[src/rtl/tex_env_config_loader.sv]
// Command-stream loader for the tex-env mixer's func/envColor registers.
// A new value is only applied once every pixel already inside the mixer has drained out.
module tex_env_config_loader #(
    parameter  int SUB_PIXEL_WIDTH = 8,
    parameter  int CMD_WIDTH       = 32,
    parameter  int PIPELINE_DEPTH  = 2,
    localparam int PIXEL_WIDTH     = 4 * SUB_PIXEL_WIDTH
) (
    input  logic                   aclk,
    input  logic                   resetn,
    input  logic                   s_cmd_tvalid,
    output logic                   s_cmd_tready,
    input  logic [CMD_WIDTH-1:0]   s_cmd_tdata,
    input  logic                   pix_valid_in,
    output logic                   pix_hold,
    output logic [2:0]             func,
    output logic [PIXEL_WIDTH-1:0] envColor,
    output logic                   cfg_busy,
    output logic                   cfg_unknown
);

    localparam int CNT_W = $clog2(PIPELINE_DEPTH + 1);
    localparam logic [CNT_W-1:0] DRAIN_LOAD = CNT_W'(PIPELINE_DEPTH);

    typedef enum logic [1:0] {
        IDLE,
        PAYLOAD,
        DRAIN,
        APPLY
    } state_t;

    state_t                 state;
    logic [3:0]             reg_id;
    logic [PIXEL_WIDTH-1:0] shadow;
    logic [CNT_W-1:0]       drain_cnt;
    logic                   payload_ok;

    // Func values 6 and 7 have no meaning in the mixer and are rejected like an unknown id.
    assign payload_ok = (reg_id == 4'h1) ||
                        ((reg_id == 4'h0) && (s_cmd_tdata[2:0] <= 3'd5));

    always_ff @(posedge aclk or negedge resetn) begin
        if (!resetn) begin
            drain_cnt <= '0;
        end else if (pix_valid_in) begin
            drain_cnt <= DRAIN_LOAD;
        end else if (drain_cnt != '0) begin
            drain_cnt <= drain_cnt - 1'b1;
        end
    end

    always_ff @(posedge aclk or negedge resetn) begin
        if (!resetn) begin
            state        <= IDLE;
            reg_id       <= '0;
            shadow       <= '0;
            s_cmd_tready <= 1'b0;
            pix_hold     <= 1'b0;
            cfg_busy     <= 1'b0;
            cfg_unknown  <= 1'b0;
            func         <= 3'd0;
            envColor     <= '0;
        end else begin
            cfg_unknown <= 1'b0;
            case (state)
                IDLE: begin
                    s_cmd_tready <= 1'b1;
                    if (s_cmd_tvalid && s_cmd_tready) begin
                        reg_id   <= s_cmd_tdata[3:0];
                        cfg_busy <= 1'b1;
                        state    <= PAYLOAD;
                    end
                end
                PAYLOAD: begin
                    if (s_cmd_tvalid && s_cmd_tready) begin
                        shadow <= s_cmd_tdata[PIXEL_WIDTH-1:0];
                        if (payload_ok) begin
                            pix_hold     <= 1'b1;
                            s_cmd_tready <= 1'b0;
                            state        <= DRAIN;
                        end else begin
                            cfg_busy    <= 1'b0;
                            cfg_unknown <= 1'b1;
                            state       <= IDLE;
                        end
                    end
                end
                DRAIN: begin
                    if ((drain_cnt == '0) && !pix_valid_in) begin
                        state <= APPLY;
                    end
                end
                APPLY: begin
                    if (reg_id == 4'h1) begin
                        envColor <= shadow;
                    end else begin
                        func <= shadow[2:0];
                    end
                    pix_hold     <= 1'b0;
                    cfg_busy     <= 1'b0;
                    s_cmd_tready <= 1'b1;
                    state        <= IDLE;
                end
                default: state <= IDLE;
            endcase
        end
    end

endmodule

[config.mk]
export PLATFORM = sky130hd
export DESIGN_NAME = tex_env_config_loader
export DESIGN_NICKNAME = d
export VERILOG_FILES = /design/src/rtl/tex_env_config_loader.sv
export SDC_FILE = /design/constraint.sdc
export NUM_CORES = 1
export LEC_CHECK = 0
export ABC_AREA = 1
export ABC_CLOCK_PERIOD_IN_PS = 3720
export CAP_MARGIN = 20
export CORE_ASPECT_RATIO = 0.8
export CORE_UTILIZATION = 40
export DETAILED_ROUTE_END_ITERATION = 6
export GPL_TIMING_DRIVEN = 0
export PLACE_DENSITY = 0.71
export SYNTH_ARGS = -nofsm -noshare
export SYNTH_HDL_FRONTEND = slang
export SYNTH_SLANG_ARGS = --single-unit
export TNS_END_PERCENT = 30
[constraint.sdc]
create_clock -name aclk -period 3.72 [get_ports aclk]
set_input_delay 0.744 -clock aclk [delete_from_list [all_inputs] [get_ports aclk]]
set_output_delay 0.744 -clock aclk [all_outputs]
set_load 0.05 [all_outputs]
==> run summary, run 1 <==
====================================================================================================
Final setup violating endpoints                                                                    0
YS warnings                                                                                        0
Most frequent cell after synthesis                                                      sky130_fd_sc_hd__nand2_1
Residual antenna-violating net count after detailed routing                                        0
Post-synthesis instance area                                                              3320 sq um
Setup repair after global routing missed its margin                                               no
Number of buffer and inverter instances along the worst setup path                                 1
Data required, critical path                                                                 2.98 ns
Synthesized Nets                                                                                 413
Synthesized flop and latch total                                                                  79
Final HPWL DP                                                                                5.47 mm
Row Count                                                                                         29
Die width                                                                                     104 um
Cells taking the most area after synthesis                                              sky130_fd_sc_hd__dfrtp_1, sky130_fd_sc_hd__nand2_1, sky130_fd_sc_hd__nand3_1
Critical path depth                                                                                1
Number of nets in the layout                                                                     499
Area of placed instances                                                                  4220 sq um
Largest delay contributor family on the critical path                                   buffers and inverters
Clock Root Buffer                                                                       sky130_fd_sc_hd__clkbuf_8
Worst Slack Setup Final                                                                      1.42 ns
Crit path arrival time                                                                       1.56 ns
Maximum clock skew at final layout                                                        0.00973 ns
Total clock buffers created by CTS                                                                 9
Dominant cell type by area after synthesis                                              sky130_fd_sc_hd__dfrtp_1
Met2 track demand over resource in global routing                                              31.3%
Count of routing violations after the opening detailed-route iteration                           114
Number of vias per cell after detailed routing                                                  4.71
Clock-pin slew reported for the worst setup and hold paths after clock tree synthesis        0.08 ns
Die Outline Area                                                                          8660 sq um
TritonRoute pass-1 iters                                                                           4
Post-synthesis to final-layout area growth                                                     33.5%
Number of enable-type register cells in the synthesized netlist                                    0
Launch instance of the worst register-to-register path                                      state[0]
Worst ir drop on vdd                                                                          237 uV
Cell count after synthesis                                                                       371
Number of cells in the design after placement                                                    554
Wire length reported by the detailed router                                                  7.59 mm
Fin crit share                                                                                 61.8%
Number of buffers inserted for hold repair after clock tree synthesis                              0
Met1 usage                                                                                     23.9%
Worst-case reg-to-reg path depth                                                                   5
Via Count                                                                                      2,684
Maximum operating frequency                                                                  435 MHz
Mean instance size in the synthesized netlist                                             8.94 sq um
Pin count of the biggest net entering global routing                                              69
Clock tree from TritonCTS                                                                        yes
Max Cap Violations                                                                                 0
WS Path Type                                                                              reg -> out
Number of top-level pins                                                                          75
Hold Fails Final Rpt                                                                               0
Top cells by instance count after synthesis                                             sky130_fd_sc_hd__nand2_1, sky130_fd_sc_hd__dfrtp_1, sky130_fd_sc_hd__nand3_1, sky130_fd_sc_hd__o21ai_0, sky130_fd_sc_hd__inv_1
Slew of the pin with the lowest slew margin                                                 0.511 ns
Register-to-register path setup slack                                                        2.10 ns
Final number of max-transition violations                                                          0
Global Route met3 Usage                                                                        5.89%
Type of element capturing the critical path                                              output port
Via count of the first global-routing pass                                                     2,714
Worst slack after detailed placement                                                         1.60 ns
Power per unit of standard cell area                                                     366 nW/um^2
Reg-to-reg endpoint                                                                      envColor[8]
Setup repair bufs after CTS                                                                        0
Final Instance Area                                                                       4430 sq um
Most Crowded Layer GR                                                                           met2
Die Span Y                                                                                   83.4 um
Share of flip-flops with an asynchronous set or reset after synthesis                           100%
Starting density of the core                                                                   41.5%
Filler Cell Count                                                                                758
Number of input and output port buffers inserted                                                  74
Rel. slew slack                                                                                65.8%
Worst path slowest cell                                                                 sky130_fd_sc_hd__clkdlybuf4s50_1
Post-route worst hold slack                                                                 0.221 ns
DRC Markers                                                                                        0
H-tree lvl count                                                                                   3
TritonCTS Sinks                                                                                   79
Total GRT Usage                                                                                18.9%
Routed length per instance                                                                   13.3 um
Maximum number of buffers from clock root to sink                                                  2
Pleak                                                                                        2.35 nW
Global-route congestion overflow total                                                             0
Core Footprint                                                                            7980 sq um
Result of the run                                                                       finished, final reports clean
Cell Chain, Critical Path                                                               clkdlybuf4s50_1
Share of the synthesized area in the top cell type                                             59.6%
Final cell count without fillers                                                                 570
Global-route wire length before repair                                                       12.6 mm
Startpoint of the worst setup timing path                                               envColor[22]
Most instantiated flip-flop cell in the synthesis netlist                               sky130_fd_sc_hd__dfrtp_1
Type of origin of the critical path                                                             flop
Fraction of layout cells with a size suffix above 1                                            8.01%
Ant diodes                                                                                         0
Antenna violations before repair                                                                   0
Final Critical Period                                                                        2.30 ns
Critical path destination                                                               envColor[22]
Worst hold path type                                                                     in -> async
Later-pin clock latency in the skew report                                                   0.35 ns
Unique cell type count in the Yosys netlist                                                       21
Top fanout value on the critical path                                                              2
Sequential share of the synthesized area                                                       59.6%
# resized after CTS                                                                                0
Slowest Stage Delay on Critical Path                                                         0.82 ns
Final RePlAce weighted congestion                                                              0.848
====================================================================================================
## cells by family (layout without fill, tap and decap cells)
kind of cell               after synthesis  after routing  synth area share (%)
buffers and inverters                   37            128                  5.43
AOI/OAI and AO/OA                       46             46                  6.94
DFF                                     79             79                  59.6
adders and majority gates                6              6                  2.26
and+or+nand+nor                        203            203                  25.7
## worst min-delay path by stage
stage,endpoint,cells after the start
2_1_floorplan,shadow[10],2
3_3_place_gp,shadow[18],2
3_5_place_dp,shadow[15],2
4_1_cts,shadow[17],1
5_1_grt,shadow[17],1
6_report,shadow[17],1
## registers in the layout, summed over array words and instances (netlist names), named ones only
name          flops
envColor         32
shadow           32
reg_id            4
func              3
drain_cnt         2
cfg_busy          1
cfg_unknown       1
pix_hold          1
s_cmd_tready      1
state             1
## power breakdown
part | leakage, nW | switching (mW) | internal [mW]
Clock | 0.103 | 0.300 | 0.366
Combinational | 1.15 | 0.0388 | 0.0444
Sequential | 1.09 | 0.00315 | 0.866
Total | 2.35 | 0.342 | 1.28
## stage by stage
stage / utilization, % / total power, mW / TNS [ns]
global route: 55.5 / 1.68 / 0
global placement: 52.5 / 0.965 / -59.67
finish: 55.5 / 1.62 / 0
floorplan: - / 0.906 / 0
detailed placement: 52.8 / 0.972 / 0
CTS: 55.5 / 1.63 / 0
## area by class of cell
class	count	area, sq um	area share (%)
Tap cell	108	135	3.05
Inverter	18	67.6	1.53
Multi-Input combinational cell	255	1160	26.2
Buffer	19	113	2.54
Sequential cell	79	1980	44.7
Timing Repair Buffer	75	766	17.3
Clock buffer	14	173	3.90
Clock inverter	2	37.5	0.848
## cells in the final DEF, fill, tap and decap left out
cell,netlist,layout
sky130_fd_sc_hd__inv_2,2,2
sky130_fd_sc_hd__nand3_4,1,1
sky130_fd_sc_hd__nand4_1,1,1
sky130_fd_sc_hd__buf_6,3,3
sky130_fd_sc_hd__nor2_4,1,1
sky130_fd_sc_hd__bufinv_16,0,1
sky130_fd_sc_hd__nand2_2,2,2
sky130_fd_sc_hd__clkbuf_1,4,6
sky130_fd_sc_hd__nand3_1,37,37
sky130_fd_sc_hd__ha_1,6,6
sky130_fd_sc_hd__inv_1,16,16
sky130_fd_sc_hd__clkbuf_2,2,2
sky130_fd_sc_hd__nor2_8,1,1
sky130_fd_sc_hd__o21ai_0,37,37
sky130_fd_sc_hd__clkdlybuf4s50_1,0,73
sky130_fd_sc_hd__a21oi_1,2,2
sky130_fd_sc_hd__o21ai_1,7,7
sky130_fd_sc_hd__buf_2,7,7
sky130_fd_sc_hd__clkinvlp_4,0,1
sky130_fd_sc_hd__dfrtp_1,79,79
sky130_fd_sc_hd__clkbuf_8,0,12
sky130_fd_sc_hd__nand2_1,155,155
sky130_fd_sc_hd__nor2_1,5,5
sky130_fd_sc_hd__buf_1,1,1
sky130_fd_sc_hd__buf_4,2,3
sky130_fd_sc_hd__buf_16,0,1
## per-layer routing
| metal | wire (um) | up-vias |
|---|---|---|
| met5 | 0 | - |
| li1 | - | 1350 |
| met4 | 138 | 0 |
| met3 | 387 | 15 |
| met2 | 3630 | 67 |
| met1 | 3430 | 1252 |
No activity file was read; power rests on OpenSTA's default activity.
==> run 2: changes to the inputs <==
ABC_CLOCK_PERIOD_IN_PS = 2000   (was 3720)
PLACE_DENSITY = 0.73   (was 0.71)
clock period = 2 ns   (was 3.72 ns; I/O delays follow)
==> run summary, run 2 (synthesized netlist as in run 1, its figures left out) <==
====================================================================================================
Antenna violations before repair                                                                   0   unchanged
Largest delay contributor family on the critical path                                   buffers and inverters
Type of element capturing the critical path                                              output port
Maximum number of buffers from clock root to sink                                                  2   unchanged
Aggregate negative setup slack                                                                  0 ns   unchanged
Total GRT Usage                                                                                18.8%   -0.11 points
Via count of the first global-routing pass                                                     2,615   -3.6%
Hold Fails Final Rpt                                                                               0   unchanged
Result of the run                                                                       finished, final reports clean
Number of buffer and inverter instances along the worst setup path                                 1   unchanged
Row Count                                                                                         29   unchanged
Top fanout value on the critical path                                                              3   +1
Global-route wire length before repair                                                       12.6 mm   -0.27%
Pleak                                                                                        2.36 nW   +0.43%
Total power consumption of the routed design                                                 2.84 mW   +76%
Cell Chain, Critical Path                                                               clkdlybuf4s50_1
Via Count                                                                                      2,691   +0.26%
Residual antenna-violating net count after detailed routing                                        0   unchanged
Die width                                                                                     104 um   unchanged
Core Footprint                                                                            7980 sq um   unchanged
Rel. slew slack                                                                                65.6%   -0.23 points
Starting density of the core                                                                   41.5%   unchanged
Number of top-level pins                                                                          75   unchanged
Power per unit of standard cell area                                                     646 nW/um^2   +77%
Clock Root Buffer                                                                       sky130_fd_sc_hd__clkbuf_8
Setup repair after global routing missed its margin                                               no
Clock-pin slew reported for the worst setup and hold paths after clock tree synthesis        0.07 ns   about the same
Routed length per instance                                                                   13.3 um   about the same
Final cell count without fillers                                                                 568   -0.35%
Fin crit share                                                                                 96.8%
Register-to-register path setup slack                                                        0.31 ns   -1.79 ns
Slew of the pin with the lowest slew margin                                                 0.514 ns   +0.00345 ns
Filler Cell Count                                                                                732   -3.4%
Leading cell type in the layout, fill and taps excluded                                 sky130_fd_sc_hd__nand2_1
Worst ir drop on vdd                                                                          295 uV   +24%
Post-synthesis to final-layout area growth                                                     32.7%
Later-pin clock latency in the skew report                                                   0.35 ns   about the same
Die Outline Area                                                                          8660 sq um   unchanged
Number of nets in the layout                                                                     500   +0.20%
Pin count of the biggest net entering global routing                                              69   unchanged
Wire length reported by the detailed router                                                  7.56 mm   -0.32%
Count of routing violations after the opening detailed-route iteration                           125   +9.6%
Ant diodes                                                                                         0   unchanged
Max Cap Violations                                                                                 0   unchanged
Slowest Stage Delay on Critical Path                                                         0.81 ns   about the same
Fraction of layout cells with a size suffix above 1                                            7.83%   -0.18 points
Leading cell types in the layout, fill and taps excluded                                sky130_fd_sc_hd__nand2_1, sky130_fd_sc_hd__dfrtp_1, sky130_fd_sc_hd__clkdlybuf4s50_1
Die Span Y                                                                                   83.4 um   unchanged
Final number of max-transition violations                                                          0   unchanged
Final Critical Period                                                                        1.94 ns
Final setup violating endpoints                                                                    0   unchanged
Data required, critical path                                                                 1.60 ns   -1.38 ns
H-tree lvl count                                                                                   3   unchanged
TritonRoute pass-1 iters                                                                           4   unchanged
Number of cells in the design after placement                                                    554   unchanged
Clock tree from TritonCTS                                                                        yes
Final RePlAce weighted congestion                                                              0.770   -9.2%
Maximum operating frequency                                                                  517 MHz
Number of vias per cell after detailed routing                                                  4.74   +0.61%
Maximum clock skew at final layout                                                        0.00768 ns   -0.00205 ns
TritonCTS Sinks                                                                                   79   unchanged
Worst path slowest cell                                                                 sky130_fd_sc_hd__clkdlybuf4s50_1
WS Path Type                                                                              reg -> out
Type of origin of the critical path                                                             flop
Worst hold path type                                                                     in -> async
Final HPWL DP                                                                                5.35 mm   -2.2%
Global-route congestion overflow total                                                             0   unchanged
Crit path arrival time                                                                       1.54 ns   -0.02 ns
DRC Markers                                                                                        0   unchanged
Total clock buffers created by CTS                                                                 9   unchanged
Number of input and output port buffers inserted                                                  74   unchanged
Leading registers by flop count                                                         envColor x32, shadow x32, reg_id x4
====================================================================================================
## run 2: stage by stage
step	util (%)	setup slack, ns	hold slack (ns)	area (sq um)
after floorplan	-	0.570	0.104	3320
after global placement	52.5	-2.18	0.453	4190
after detailed placement	52.8	0.257	0.263	4220
after CTS	55.1	0.0372	0.422	4400
after global routing	55.1	0.0121	0.446	4400
final	55.1	0.0647	0.432	4400
## run 2: final cells by class
cell class,instances,area [sq um],share of cell area (%)
flip-flops and latches,79,1980,44.9
multi-input cells,255,1160,26.3
repair buffers,76,778,17.7
clock buffers,12,165,3.75
well taps,108,135,3.07
plain buffers,19,113,2.56
inverters,18,67.6,1.54
clock inverters,1,5.00,0.114
## run 2: power by group
group,internal [mW],switching [mW]
registers,1.61,0.00607
logic,0.0841,0.0728
clock network,0.530,0.536
total,2.23,0.615
## run 2: timing repair
item,in CTS,in global routing
resized for setup,0,1
hold endpoints to repair,11,0
setup buffers,0,0
hold buffers,1,0
endpoints found under the setup margin,0,1
## run 2: path summary, 6_finish.rpt
check,startpoint,depth (start not counted),endpoint
min in group aclk,shadow[5],2,shadow[5]
min,resetn,2,cfg_unknown
max reg2reg,state[0],5,envColor[12]
max in group asynchronous,resetn,3,shadow[7]
min reg2reg,shadow[5],2,shadow[5]
max,s_cmd_tready,1,s_cmd_tready
## run 2: layer usage
metal / GRT usage (%) / share of wire [%] / vias to the layer above
li1: - / - / 1351
met1: 25.7 / 47 / 1258
met2: 28.6 / 44 / 73
met3: 5.73 / 6.9 / 9
met4: 6.36 / 1.3 / 0
met5: 0 / 0 / -
